==> src/rtl/mul_outer_seq_if.sv <==
// Bus between mul_outer_seq, its upstream/downstream handshakes and the
// external partial-product unit. The master view is the sequencer itself;
// the slave view is everything around it.
interface mul_outer_seq_if #(
    parameter int WIDTH = 8,
    parameter int DEPTH = 3
);
    logic                      i_valid;
    logic                      o_ready;
    logic [DEPTH-1:0]          o_idx;
    logic                      o_mul_en;
    logic                      o_mul_clr;
    logic signed [2*WIDTH-1:0] i_pp;
    logic                      o_valid;
    logic                      i_ready;
    logic signed [2*WIDTH-1:0] o_data;

    modport master (
        input  i_valid, i_pp, i_ready,
        output o_ready, o_idx, o_mul_en, o_mul_clr, o_valid, o_data
    );

    modport slave (
        output i_valid, i_pp, i_ready,
        input  o_ready, o_idx, o_mul_en, o_mul_clr, o_valid, o_data
    );
endinterface

==> src/rtl/mul_outer_seq.sv <==
// mul_outer_seq: sequences a bit-serial signed multiply. Each RUN cycle
// issues one multiplier bit index to an external partial-product unit and,
// one enabled cycle later, folds the returned partial product into acc with
// its binary weight (the MSB weight is negative, two's complement).
// Optional feature macro: MUL_OUTER_ACC_EN -- when defined, acc is not
// cleared on accept, so o_data is a running sum of products.
module mul_outer_seq #(
    parameter int WIDTH = 8,
    parameter int DEPTH = 3
) (
    input  logic            clk,
    input  logic            rst_n,
    input  logic            en,
    input  logic            clr,
    mul_outer_seq_if.master bus
);

    typedef enum logic [1:0] {IDLE, RUN, DONE} state_t;

    localparam logic [DEPTH:0]   ICNT_MAX = (DEPTH+1)'(WIDTH);
    localparam logic [DEPTH-1:0] K_LAST   = DEPTH'(WIDTH - 1);

    state_t                    state;
    logic [DEPTH:0]            icnt;     // issue counter, saturates at WIDTH
    logic [DEPTH-1:0]          acnt;     // accumulate counter, bit weight k
    logic signed [2*WIDTH-1:0] acc;
    logic                      ready_q;
    logic                      valid_q;

    logic                      issuing;
    logic                      acc_step;
    logic signed [2*WIDTH-1:0] pp_sh;

    // An index is outstanding whenever issues lead accumulations; the
    // partial product for acnt is then present on i_pp.
    assign issuing  = (state == RUN) && (icnt < ICNT_MAX);
    assign acc_step = (state == RUN) && (icnt > {1'b0, acnt});
    assign pp_sh    = bus.i_pp <<< acnt;

    assign bus.o_ready   = ready_q;
    assign bus.o_valid   = valid_q;
    assign bus.o_idx     = issuing ? icnt[DEPTH-1:0] : '0;
    assign bus.o_mul_en  = issuing && en;
    assign bus.o_mul_clr = clr;
    assign bus.o_data    = acc;

    // FSM, counters, accumulator and registered handshake outputs.
    // NOTE: state is updated only with non-blocking assignments so every
    // register samples pre-edge values regardless of statement order.
    always_ff @(posedge clk or negedge rst_n) begin
        if (!rst_n) begin
            state   <= IDLE;
            icnt    <= '0;
            acnt    <= '0;
            acc     <= '0;
            ready_q <= 1'b1;
            valid_q <= 1'b0;
        end else if (clr) begin
            state   <= IDLE;
            icnt    <= '0;
            acnt    <= '0;
            acc     <= '0;
            ready_q <= 1'b1;
            valid_q <= 1'b0;
        end else if (en) begin
            case (state)
                IDLE: begin
                    if (bus.i_valid && ready_q) begin
                        state   <= RUN;
                        ready_q <= 1'b0;
                        icnt    <= '0;
                        acnt    <= '0;
`ifndef MUL_OUTER_ACC_EN
                        acc     <= '0;
`endif
                    end
                end
                RUN: begin
                    if (issuing)
                        icnt <= icnt + 1'b1;
                    if (acc_step) begin
                        acnt <= acnt + 1'b1;
                        if (acnt == K_LAST) begin
                            acc     <= acc - pp_sh;
                            state   <= DONE;
                            valid_q <= 1'b1;
                        end else begin
                            acc <= acc + pp_sh;
                        end
                    end
                end
                DONE: begin
                    if (bus.i_ready) begin
                        state   <= IDLE;
                        valid_q <= 1'b0;
                        ready_q <= 1'b1;
                    end
                end
                default: begin
                    state   <= IDLE;
                    valid_q <= 1'b0;
                    ready_q <= 1'b1;
                end
            endcase
        end
    end

endmodule

==> src/flat_wrapper.sv <==
// flat-port wrapper written by rule: the top's interface ports become plain ports
module mul_outer_seq_flat 
#(
    parameter int WIDTH = 8,
    parameter int DEPTH = 3
)
  (clk, rst_n, en, clr, bus_i_valid, bus_i_pp, bus_i_ready, bus_o_ready, bus_o_idx, bus_o_mul_en, bus_o_mul_clr, bus_o_valid, bus_o_data);
  mul_outer_seq_if #(.WIDTH(WIDTH), .DEPTH(DEPTH)) bus_i ();
  input  logic clk;
  input  logic rst_n;
  input  logic en;
  input  logic clr;
  input wire logic [$bits(bus_i.i_valid)-1:0] bus_i_valid;
  input wire logic [$bits(bus_i.i_pp)-1:0] bus_i_pp;
  input wire logic [$bits(bus_i.i_ready)-1:0] bus_i_ready;
  output wire logic [$bits(bus_i.o_ready)-1:0] bus_o_ready;
  output wire logic [$bits(bus_i.o_idx)-1:0] bus_o_idx;
  output wire logic [$bits(bus_i.o_mul_en)-1:0] bus_o_mul_en;
  output wire logic [$bits(bus_i.o_mul_clr)-1:0] bus_o_mul_clr;
  output wire logic [$bits(bus_i.o_valid)-1:0] bus_o_valid;
  output wire logic [$bits(bus_i.o_data)-1:0] bus_o_data;
  assign bus_i.i_valid = bus_i_valid;
  assign bus_i.i_pp = bus_i_pp;
  assign bus_i.i_ready = bus_i_ready;
  assign bus_o_ready = bus_i.o_ready;
  assign bus_o_idx = bus_i.o_idx;
  assign bus_o_mul_en = bus_i.o_mul_en;
  assign bus_o_mul_clr = bus_i.o_mul_clr;
  assign bus_o_valid = bus_i.o_valid;
  assign bus_o_data = bus_i.o_data;
  mul_outer_seq #(.WIDTH(WIDTH), .DEPTH(DEPTH)) u_core (.clk(clk), .rst_n(rst_n), .en(en), .clr(clr), .bus(bus_i));
endmodule
==> config.mk <==
export PLATFORM = sky130hd
export DESIGN_NAME = mul_outer_seq_flat
export DESIGN_NICKNAME = d
export VERILOG_FILES = /design/src/rtl/mul_outer_seq_if.sv /design/src/rtl/mul_outer_seq.sv /design/src/flat_wrapper.sv
export SDC_FILE = /design/constraint.sdc
export NUM_CORES = 1
export LEC_CHECK = 0
export CORE_AREA = 2 2 76 78
export DETAILED_ROUTE_END_ITERATION = 12
export DIE_AREA = 0 0 78 80
export GPL_TIMING_DRIVEN = 0
export MAX_ROUTING_LAYER = met4
export PLACE_DENSITY = 0.77
export SYNTH_ARGS = -nofsm -noshare
export SYNTH_HDL_FRONTEND = slang
export SYNTH_SLANG_ARGS = --single-unit
==> constraint.sdc <==
create_clock -name clk -period 4.6 [get_ports clk]
set_input_delay 0.92 -clock clk [delete_from_list [all_inputs] [get_ports clk]]
set_output_delay 0.92 -clock clk [all_outputs]
set_load 0.01 [all_outputs]
Word level (Yosys, flattened, before mapping) --
Index checks and enable logic that the tools add are counted.
Word-level totals: bits in registers 27, input port bits 22, output and inout port bits 23
Cells by class: add/sub/neg operators 4, magnitude comparators 2, eq/ne operators 10, shift-type cells 1, multiplexer cells 35, reductions and logical operators 12
Operators with widths (count):
- 2-to-1 mux 16 bit | 5
- one-hot mux 16 bit (2 select lines) | 1
- adder 16 bit | 1
- 2-to-1 mux 4 bit | 4
- <<< shifter 16 x 3 -> 16 bit | 1
- subtractor 16 bit | 1
- 2-to-1 mux 3 bit | 5
- 2-to-1 mux 2 bit | 6
- AND reduction 4 bit | 3
- AND reduction 5 bit | 2
- 2-to-1 mux 1 bit | 9
- inequality test 3 x 2 -> 1 bit, second input constant | 3
- one-hot mux 4 bit (2 select lines) | 1
- inequality test 3 bit, second input constant | 2
- one-hot mux 1 bit (3 select lines) | 2
- one-hot mux 2 bit (3 select lines) | 1
- one-hot mux 3 bit (2 select lines) | 1
- adder 4 x 1 -> 4 bit, second input constant | 1
- greater-than comparator 4 x 3 -> 1 bit | 1
- logical AND 1 bit | 4
- < comparator 4 bit, second input constant | 1
- inequality test 2 bit, second input constant | 2
- adder 3 x 1 -> 3 bit, second input constant | 1
- == test 3 bit, second input constant | 1
- other kinds (5) | 5

Logic depth before layout (Yosys ltp) --
Gate-level depths: netlist of run 1.
word-level depth 7, mapped depth 21, depth with buffers taken out 18

Least setup slack after synthesis of run 1 --
OpenSTA, ideal clock, no wires.
path kind flip-flop to flip-flop, start register u_core.acnt[0], end register u_core.acc[15], in the netlist u_core.bus.o_data[15], arrival 3.621 ns, required time 4.479 ns, path slack 0.858 ns, stages on the path, launching flop included 22, path buffers 3, clock period less this slack 3.742 ns, cells stage by stage dfrtp_1 -> clkbuf_1 -> buf_2 -> buf_2 -> mux2i_1 -> nor3_1 -> inv_1 -> ha_1 -> nand3_1 -> nand3b_1 -> nor3b_1 -> nor2_1 -> xor2_1 -> ha_1 -> a21oi_1 -> nor2b_1 -> o21ai_0 -> nand2b_1 -> a41o_1 -> a31oi_1 -> xnor2_1 -> a22o_1
Between the ends: cells in the longest elaborated chain, start to end 7
Ends and longest elaborated chain:
- from (decl) | line mul_outer_seq.sv:25 | logic [DEPTH-1:0] acnt;
- from (signal assigned) | line mul_outer_seq.sv:82 | acnt <= acnt + 1'b1;
- <<< shifter 16 x 3 -> 16 bit | line mul_outer_seq.sv:38 | assign pp_sh = bus.i_pp <<< acnt;
- adder 16 bit or subtractor 16 bit (tied branches) | line mul_outer_seq.sv:88, mul_outer_seq.sv:84
- 2-to-1 mux 16 bit | line mul_outer_seq.sv:83 | if (acnt == K_LAST) begin
- 2-to-1 mux 16 bit | line mul_outer_seq.sv:81 | if (acc_step) begin
- one-hot mux 16 bit (2 select lines) | line mul_outer_seq.sv:66 | case (state)
- 2-to-1 mux 16 bit | line mul_outer_seq.sv:65 | end else if (en) begin
- 2-to-1 mux 16 bit | line mul_outer_seq.sv:58 | end else if (clr) begin
- to (signal assigned) | line mul_outer_seq.sv:84 | acc <= acc - pp_sh;
- to (signal assigned) | line mul_outer_seq.sv:88 | acc <= acc + pp_sh;
- to (decl) | line mul_outer_seq.sv:26 | logic signed [2*WIDTH-1:0] acc;
Parallel ways exist; a longest one is shown, timed or not. The select of a mux whose other input is x is not followed. A chain may end at the register's enable or synchronous reset.

Worst setup path in the final report of run 1 --
start input bus_i_pp[0], end register u_core.acc[15], in the netlist u_core.bus.o_data[15]
Between the ends: cells in the longest elaborated chain, start to end 7
Ends and longest elaborated chain:
- from (decl) | line flat_wrapper.sv:14 | input wire logic [$bits(bus_i.i_pp)-1:0] bus_i_pp;
- <<< shifter 16 x 3 -> 16 bit * | line mul_outer_seq.sv:38
- adder 16 bit or subtractor 16 bit (tied branches) | line mul_outer_seq.sv:88, mul_outer_seq.sv:84
- 2-to-1 mux 16 bit * | line mul_outer_seq.sv:83
- 2-to-1 mux 16 bit * | line mul_outer_seq.sv:81
- one-hot mux 16 bit (2 select lines) * | line mul_outer_seq.sv:66
- 2-to-1 mux 16 bit * | line mul_outer_seq.sv:65
- 2-to-1 mux 16 bit * | line mul_outer_seq.sv:58
Every way passes the cells marked *; elsewhere a longest branch is shown, timed or not. The select of a mux whose other input is x is not followed.

==> results.txt, run 1 <==
The flow ran to the end, and the final reports show no timing, DRC or antenna violations. The total number of nets in the final design came out at around 420. TritonCTS built the clock tree.

After Yosys synthesis, XOR and XNOR cells account for just over 7% of the synthesized area. The number of antenna violations at the first check in global routing came out at 0. The number of I/O pins is between 40 and 50. The number of gates resized after cts came out at 0. The repair_antennas step left the layout with diodes totalling 0. Among all flip-flop cells after synthesis, the most frequent one is dfrtp_1. The async set-or-reset flop fraction in the synthesized netlist came out at 100.0%. The path class of the tightest hold or removal check is flip-flop to flip-flop. By count the netlist is led by 27 x nand2_1, 27 x nor2_1, 26 x dfrtp_1, 22 x ha_1, 20 x a21oi_1. The HPWL after detailed placement is 5420 um.

The part of the total power dissipated in sequential elements came out at a little under two fifths. The maximum number of pins on one net before global-route repair is 28. Data on the critical path arrives at its endpoint at about 4.5 ns. At the end of routability-driven placement, the weighted congestion stood at between 0.8 and 0.9.

The share of the synthesized area in compound gates (AO/OA/AOI/OAI) is roughly a fifth. The final number of setup-violating endpoints came out at 0. The final number of hold-violating endpoints is 0. The average wire per cell in the routed design came out at 15.77 um. The initial core utilization came out at 52.94%. The worst hold slack across all endpoints came out at 0.5174 ns. The clock passes through at most 2 buffers.

The total core area came out at around 5400 um2. The count of H-tree levels built during CTS came out at 1. The later pin in the worst-skew pair is clocked with a latency of between 0.2 and 0.3 ns.

The maximum fanout along the worst path is 6. Between clock sinks in the finished design, the worst skew comes to between 0.006 and 0.007 ns. The post-synthesis sequential element count came out at 27. Net switching is a little over a third of the power. Sequential cells were found to cover between 20% and 30% of the synthesized design area. The dominant combinational cell family by area after synthesis is compound AO/OA/AOI/OAI gates.

Setup repair after global routing left no endpoint under its margin. The worst max-slew margin expressed relative to the limit is a little under half. The maximum operating frequency came out at 231.0 MHz.

The number of DRC markers in iteration 0 is 108. The critical path is of the input pin to flip-flop type. The peak ir drop on the vdd network came out at about 0.00010 V. The first-pass GRT wire length came out at between 10000 and 15000 um. The remaining global-route overflow is 0. The die is 78 um wide. The power density over the cells came out at 210.4 nW/um2.

The number of input and output port buffers inserted came out at 43. For this block, the routed nets add up to between 7000 and 8000 um of wire. Yosys mapped a number of flops with a built-in enable equal to 0. The reported net switching power came out at between 0.2 and 0.3 mW.

The fraction of power consumed by the clock network came out at ~20%. Summing all placed instances gives a cell area of around 3400 um2. Hold repair after CTS inserted 0 buffers. The remaining antenna violation count after routing is 0. The overall global routing resource usage is between 20% and 30%. For the worst setup path, the data required time is 4.78 ns. Across the run, the number of max-cap violations was 0.

The clock sink count is 27. The worst path in the final design needs a cycle of 4.328 ns, including I/O delays and setup. The distinct cell type count of the synthesized netlist is 59. STA classifies the critical path endpoint as a flip-flop.

The share of final-layout standard cells stronger than drive strength 1 is about a tenth. The die outline area is around 6200 um2. The kind of start point of the critical path is an input pin. The synthesized netlist occupies a cell area of 2861 um2. The adder and majority cell fraction of the synthesized area came out at 10.32%.

The number of setup buffers added after CTS came out at 0. The mux share of post-synthesis cell area came out at roughly 14%. The part of the power in combinational logic is a little over two fifths. The number of global-route vias before repair came to 2561. The number of cell rows came out at 27. Of all cell types, the one taking the most synthesized area is dfrtp_1. The simple-gate share of the synthesized area is a little under a fifth. In the post-synthesis netlist, the biggest area contributors are dfrtp_1 23%, ha_1 9.6%, mux2i_1 5.6%. The number of nets handed over by synthesis was between 300 and 400. The die height came out at ~80 um. The first-pass iteration count of the detailed router is 4. The total count of max-transition violations in the final report came out at 0. The routed via count divided by cell count came out at between 5 and 6.

The fraction of post-synthesis cell area in the top cell type by area is a little under a quarter. Compared with the post-synthesis result, the final layout area differs by 19.90%. The detailed router placed around 2600 vias in this run. The share of the cycle needed by the critical path after routing came out at a little over nine tenths.

During synthesis, Yosys emitted a total of 0 warnings. At the pin with the least slew margin, the transition time is between 0.7 and 0.8 ns. Including well taps, the total number of placed cells is between 400 and 500. The clock-pin slew on the worst setup and hold paths came out at about 0.10 ns.

The internal power component came out at about 0.46 mW. Excluding fillers, the count of instances in the completed layout stands at roughly 450. The number of clock buffers added by TritonCTS is 3. Synthesis produced a netlist whose cell count is about 330. Summing all non-filler instances in the final layout gives an area of 3431 um2. The DRC violation count after routing is 0. The average cell area after synthesis is approximately 8.7 um2. For this design the static power due to leakage is 1.431 nW. CTS placed an instance of clkbuf_8 at the clock tree root.
[final timing paths]
check,startpoint,endpoint,slack (ns),cells past startpoint
setup / recovery,bus_i_pp[0],u_core.bus.o_data[15]$_DFFE_PN0P_,0.27,16
hold / removal,u_core.bus.o_data[0]$_DFFE_PN0P_,u_core.bus.o_data[0]$_DFFE_PN0P_,0.52,2
setup reg to reg,u_core.acnt[0]$_DFFE_PN0P_,u_core.bus.o_data[15]$_DFFE_PN0P_,0.35,17
hold reg to reg,u_core.bus.o_data[0]$_DFFE_PN0P_,u_core.bus.o_data[0]$_DFFE_PN0P_,0.52,2
max in group asynchronous,rst_n,u_core.bus.o_data[13]$_DFFE_PN0P_,3.55,1
min in group asynchronous,rst_n,u_core.bus.o_data[1]$_DFFE_PN0P_,0.64,1
[worst max-delay path, stage by stage]
cell             delay, ns
clkdlybuf4s50_1       0.58
mux2i_1               0.11
nor3_1                0.20
inv_1                 0.07
ha_1                  0.29
mux2_2                0.30
inv_1                 0.07
ha_1                  0.22
nand2b_1              0.10
a21oi_1               0.12
o41ai_1               0.44
o211ai_1              0.24
a41o_1                0.32
a31oi_1               0.23
xnor2_1               0.09
a22o_1                0.21
[layer usage]
layer  GRT usage, %  part of all wire (%)  wire length [um]
met4          8.596                   1.4                97
met2          43.02                    50              3501
met1          30.20                    44              3117
met5              -                     0                 0
met3          2.376                   4.7               334
[power by group through the flow]
stage	combinational (mW)	sequential, mW	clock [mW]
finish	0.309	0.268	0.145
CTS	0.309	0.267	0.151
detailed placement	0.307	0.272	0
global placement	0.298	0.271	0
floorplan	0.203	0.274	0
global route	0.342	0.271	0.161
[layout by cell type, fill, tap and decap left out, types with 2 or more instances in the layout]
master / n
nand4_1: 2
xor2_1: 12
dfrtp_1: 26
nor2b_1: 9
a22o_1: 9
o41ai_1: 6
o21ai_1: 2
and2_1: 3
o21bai_1: 2
a21oi_1: 20
nor2_1: 27
clkdlybuf4s50_1: 42
clkbuf_8: 3
buf_2: 5
o21ba_2: 2
mux2_4: 4
clkbuf_1: 8
o21a_1: 6
mux2_2: 4
nor3_1: 7
mux2i_1: 16
o31ai_1: 5
xnor2_1: 11
ha_1: 22
nand2b_1: 11
or3_1: 3
mux4_2: 5
a31oi_1: 3
nand2_1: 27
and3_1: 2
o21ai_0: 16
a21o_1: 3
buf_6: 2
inv_1: 16
nand3_1: 5
[final cells by class]
| class | count | area [um2] |
|---|---|---|
| multi-input cells | 269 | 2048 |
| fillers | 472 | 1974 |
| flip-flops and latches | 27 | 676.9 |
| repair buffers | 43 | 425.4 |
| well taps | 72 | 90.09 |
| plain buffers | 15 | 80.08 |
| inverters | 17 | 63.81 |
| clock buffers | 3 | 41.29 |
| clock inverters | 1 | 5.005 |
[state kept, by name (all words and copies together), names as in the netlist]
name,count
u_core.state,2
u_core.bus.o_data,16
u_core.bus.o_valid,1
u_core.icnt,4
u_core.bus.o_ready,1
u_core.acnt,3
[stage by stage]
stage | setup WS [ns] | setup TNS (ns) | power, mW | utilization [%]
5_1_grt | 0.02637 | 0 | 0.7745 | 63.47
3_3_place_gp | -0.08510 | -0.08510 | 0.5684 | 62.57
2_1_floorplan | 0.8576 | 0 | 0.4779 | -
3_5_place_dp | -0.1478 | -0.1557 | 0.5782 | 62.57
6_report | 0.2716 | 0 | 0.7219 | 63.47
4_1_cts | 0.1327 | 0 | 0.7270 | 63.43
[kinds of logic (layout without fill, tap and decap cells)]
group,count (synthesis),count (layout)
adders and majority gates,23,23
AOI/OAI and AO/OA,88,88
muxes,31,31
buffers and inverters,33,79
xor gates and xnor gates,23,23
DFF,27,27
and+or+nand+nor,104,104
Power figures use the tool's default switching activity.
==> inputs of run 2 (changes only) <==
--- a/config.mk
+++ b/config.mk
@@ -5,12 +5,13 @@
 export SDC_FILE = /design/constraint.sdc
 export NUM_CORES = 1
 export LEC_CHECK = 0
+export ABC_CLOCK_PERIOD_IN_PS = 4600
 export CORE_AREA = 2 2 76 78
 export DETAILED_ROUTE_END_ITERATION = 12
 export DIE_AREA = 0 0 78 80
 export GPL_TIMING_DRIVEN = 0
 export MAX_ROUTING_LAYER = met4
-export PLACE_DENSITY = 0.77
+export PLACE_DENSITY = 0.81
 export SYNTH_ARGS = -nofsm -noshare
 export SYNTH_HDL_FRONTEND = slang
 export SYNTH_SLANG_ARGS = --single-unit
==> run 2 against run 1 <==
Setup slack improved by 0.0084 ns. Hold slack improved by 0.00058 ns. Die area unchanged. Clock power about the same. Flip-flop and latch count is the same. Routed wire length fell by 4.0%. Count of clock-buffer cells in the layout did not move.
==> results.txt, run 2 (same netlist as run 1, synthesis figures left out) <==
The flow ran to the end, and the final reports show no timing, DRC or antenna violations. The worst clock skew on the final layout is about 0.0027 ns. Routability-driven placement finished with a final weighted congestion of between 0.9 and 1.

The maximum operating frequency came out at between 200 and 250 MHz. Per report_power, the clock group accounts for 19.9% of the total. The number of flip-flops under the largest register name came out at 16. The overall global routing resource usage came out at a little under a quarter. The number of gates resized after cts came out at 0. The die height came out at about 80 um. The final number of hold-violating endpoints is 0. The share of final-layout standard cells stronger than drive strength 1 is about a tenth. The vias after detailed routing came out at between 2000 and 3000.

The setup path with the least slack is of type input pin to flip-flop. The worst register-to-register path ends at u_core.bus.o_data[15]$_DFFE_PN0P_. The average wire per cell in the routed design is 15.10 um. The HPWL after detailed placement came out at roughly 5300 um. The number of setup buffers added after CTS came out at 0. The number of global-route vias before repair is ~2400.

The cts-stage hold buffer count came out at 0. VDD sags by at most roughly 0.00015 V. The number of antenna violations at the first check in global routing is 0.

The internal power component is ~0.46 mW. The tree built by TritonCTS fans out to 27 sinks. For this run, the share of the core covered by cells in the final layout is 63.43%.

The remaining global-route overflow is 0. The switching share of power came out at a little over a third. Sequential cells account for between 30% and 40% of the total power. The share of the cycle needed by the critical path after routing is between 90% and 100%. The total wirelength of the detailed-routed design is about 6800 um. The reported net switching power came out at about 0.26 mW. The part of the power in combinational logic came out at 42.7%. The slew at the pin closest to its max-slew limit is just over 0.8 ns. The final-layout fill cell count came out at around 470. The instance count after placement with tap cells included came out at around 440. The register-to-register setup slack came out at between 0.3 and 0.4 ns. In this run the clock root is driven by a clkbuf_8. The die outline area came out at 6240 um2.

For this design the ratio of total power to cell area is roughly 210 nW/um2. The number of DRC markers in iteration 0 came out at 103. The total clock buffers created by CTS is 3.

In this run the worst setup path terminates at u_core.bus.o_data[15]$_DFFE_PN0P_. The startpoint identified for the worst register-to-register timing path is u_core.acnt[0]$_DFFE_PN0P_. The library cell used most frequently in the layout, excluding fill and tap cells, is clkdlybuf4s50_1.

The total core area came out at around 5400 um2. Entering global routing, the biggest net connects 28 pins. The total cell area at the placement stage is about 3400 um2. Leaving out fill and tap cells, the most frequent cells in the layout are 42 x clkdlybuf4s50_1, 27 x nor2_1, 27 x nand2_1.

The kind of end point of the critical path is a flip-flop. The worst hold path startpoint is u_core.bus.o_data[0]$_DFFE_PN0P_. The worst max-slew margin expressed relative to the limit is roughly 44%.

In the routed layout, each cell is associated on average with a via count of 5.743. Leaving out filler cells and counting taps, the final layout contains about 450. The count of H-tree levels built during CTS is 1. The maximum fanout along the worst path is 6. The growth of design area from synthesis to finish came out at 19.81%.

The remaining antenna violation count after routing is 0. The tool flagged a number of max-cap violations equal to 0. The depth of the most critical reg-to-reg path is 18. The final number of setup-violating endpoints came out at 0. The most critical setup path has its startpoint at bus_i_pp[0]. The total count of max-transition violations in the final report was 0.

For this run, the post-layout net count is 422. The kind of start point of the critical path is an input pin. The antenna diode count is 0. Setup repair after global routing left no endpoint under its margin. The min-delay analysis places its worst path in the category flip-flop to flip-flop.

The number of buffers on the longest clock path came out at 2. The arrival time at the worst endpoint is between 4 and 5 ns. The number of input and output port buffers inserted came out at 43. After layout, the design draws a total of 0.7163 mW.

The die width came out at 78 um. For the worst-skew pair, the clock arrives at the later sink with an insertion delay of 0.28 ns. The pre-antenna-repair detailed-routing pass consisted of 4 iterations. During I/O placement, the number of pins put on the boundary was 45.

The reported leakage power is between 1 and 1.5 nW. TritonCTS built the clock tree. At the worst endpoint, the required time is 4.78 ns.

The final critical delay including setup and external delays is 4.320 ns. With fillers left out, the area of the finished cells amounts to between 3000 and 4000 um2. Clock-pin slew was measured on the worst setup and hold paths at 0.10 ns. The number of cell rows is 27.

The DRC violation count after routing came out at 0. The initial utilization of the core area, before any placement, comes to 52.94%. The first-pass GRT wire length came out at ~11000 um.
[run 2: worst max-delay path, cell delays in order]
cell             delay, ns
clkdlybuf4s50_1       0.59
mux2i_1               0.17
mux4_2                0.54
nand2_1               0.10
and4b_4               0.21
a31oi_1               0.28
nor2_1                0.10
xnor2_1               0.13
ha_1                  0.32
nor2b_1               0.17
o21ai_0               0.15
nand2b_1              0.07
a41o_1                0.24
a31oi_1               0.21
xnor2_1               0.09
a22o_1                0.20
[run 2: how the worst min path moves through the flow]
stage                                        to  slack (ns)  cells after the start
3_3_place_gp   u_core.bus.o_data[0]$_DFFE_PN0P_        0.51                      2
3_5_place_dp   u_core.bus.o_data[0]$_DFFE_PN0P_        0.50                      2
6_report       u_core.bus.o_data[0]$_DFFE_PN0P_        0.52                      2
4_1_cts        u_core.bus.o_data[0]$_DFFE_PN0P_        0.52                      2
2_1_floorplan        u_core.icnt[2]$_DFFE_PN0P_        0.50                      1
5_1_grt        u_core.bus.o_data[6]$_DFFE_PN0P_        0.58                      2
[run 2: layout make-up]
class,count,area (um2),share of cell area (%)
buffer,16,83.83,2.445
clock inverter,1,5.005,0.1460
multi-input combinational,269,2042,59.56
sequential,27,676.9,19.74
tap,72,90.09,2.628
timing repair buffer,43,425.4,12.41
clock buffer,3,41.29,1.204
inverter,17,63.81,1.861
[run 2: layer usage]
| layer | global-route usage (%) | up-vias | wire length, um |
|---|---|---|---|
| met5 | - | - | 0 |
| met4 | 6.667 | 0 | 132 |
| met3 | 2.149 | 14 | 211 |
| met2 | 40.86 | 64 | 3411 |
| met1 | 27.80 | 1199 | 3010 |
| li1 | - | 1296 | - |
[run 2: through the flow]
step                      hold WS [ns]  setup TNS, ns  worst slack [ns]
after floorplan                 0.4953              0            0.8576
after global placement          0.5057       -0.07967          -0.07967
after detailed placement        0.5012        -0.1774           -0.1317
after CTS                       0.5246              0            0.1565
after global routing            0.5775              0           0.03275
final                           0.5180              0            0.2800
[run 2: power groups by stage]
| stage | logic (mW) | registers [mW] | clock network, mW |
|---|---|---|---|
| finish | 0.306 | 0.267 | 0.143 |
| global route | 0.341 | 0.270 | 0.155 |
| CTS | 0.306 | 0.267 | 0.145 |
| detailed placement | 0.304 | 0.272 | 0 |
| global placement | 0.296 | 0.272 | 0 |
| floorplan | 0.203 | 0.274 | 0 |
==> inputs of run 3 (changes only) <==
--- a/config.mk
+++ b/config.mk
@@ -7,6 +7,7 @@
 export LEC_CHECK = 0
 export ABC_CLOCK_PERIOD_IN_PS = 4600
 export CORE_AREA = 2 2 76 78
+export CTS_CLUSTER_SIZE = 10
 export DETAILED_ROUTE_END_ITERATION = 12
 export DIE_AREA = 0 0 78 80
 export GPL_TIMING_DRIVEN = 0
==> results of run 3 <==
The final DEF is identical to that of run 2; final timing and power are the same.
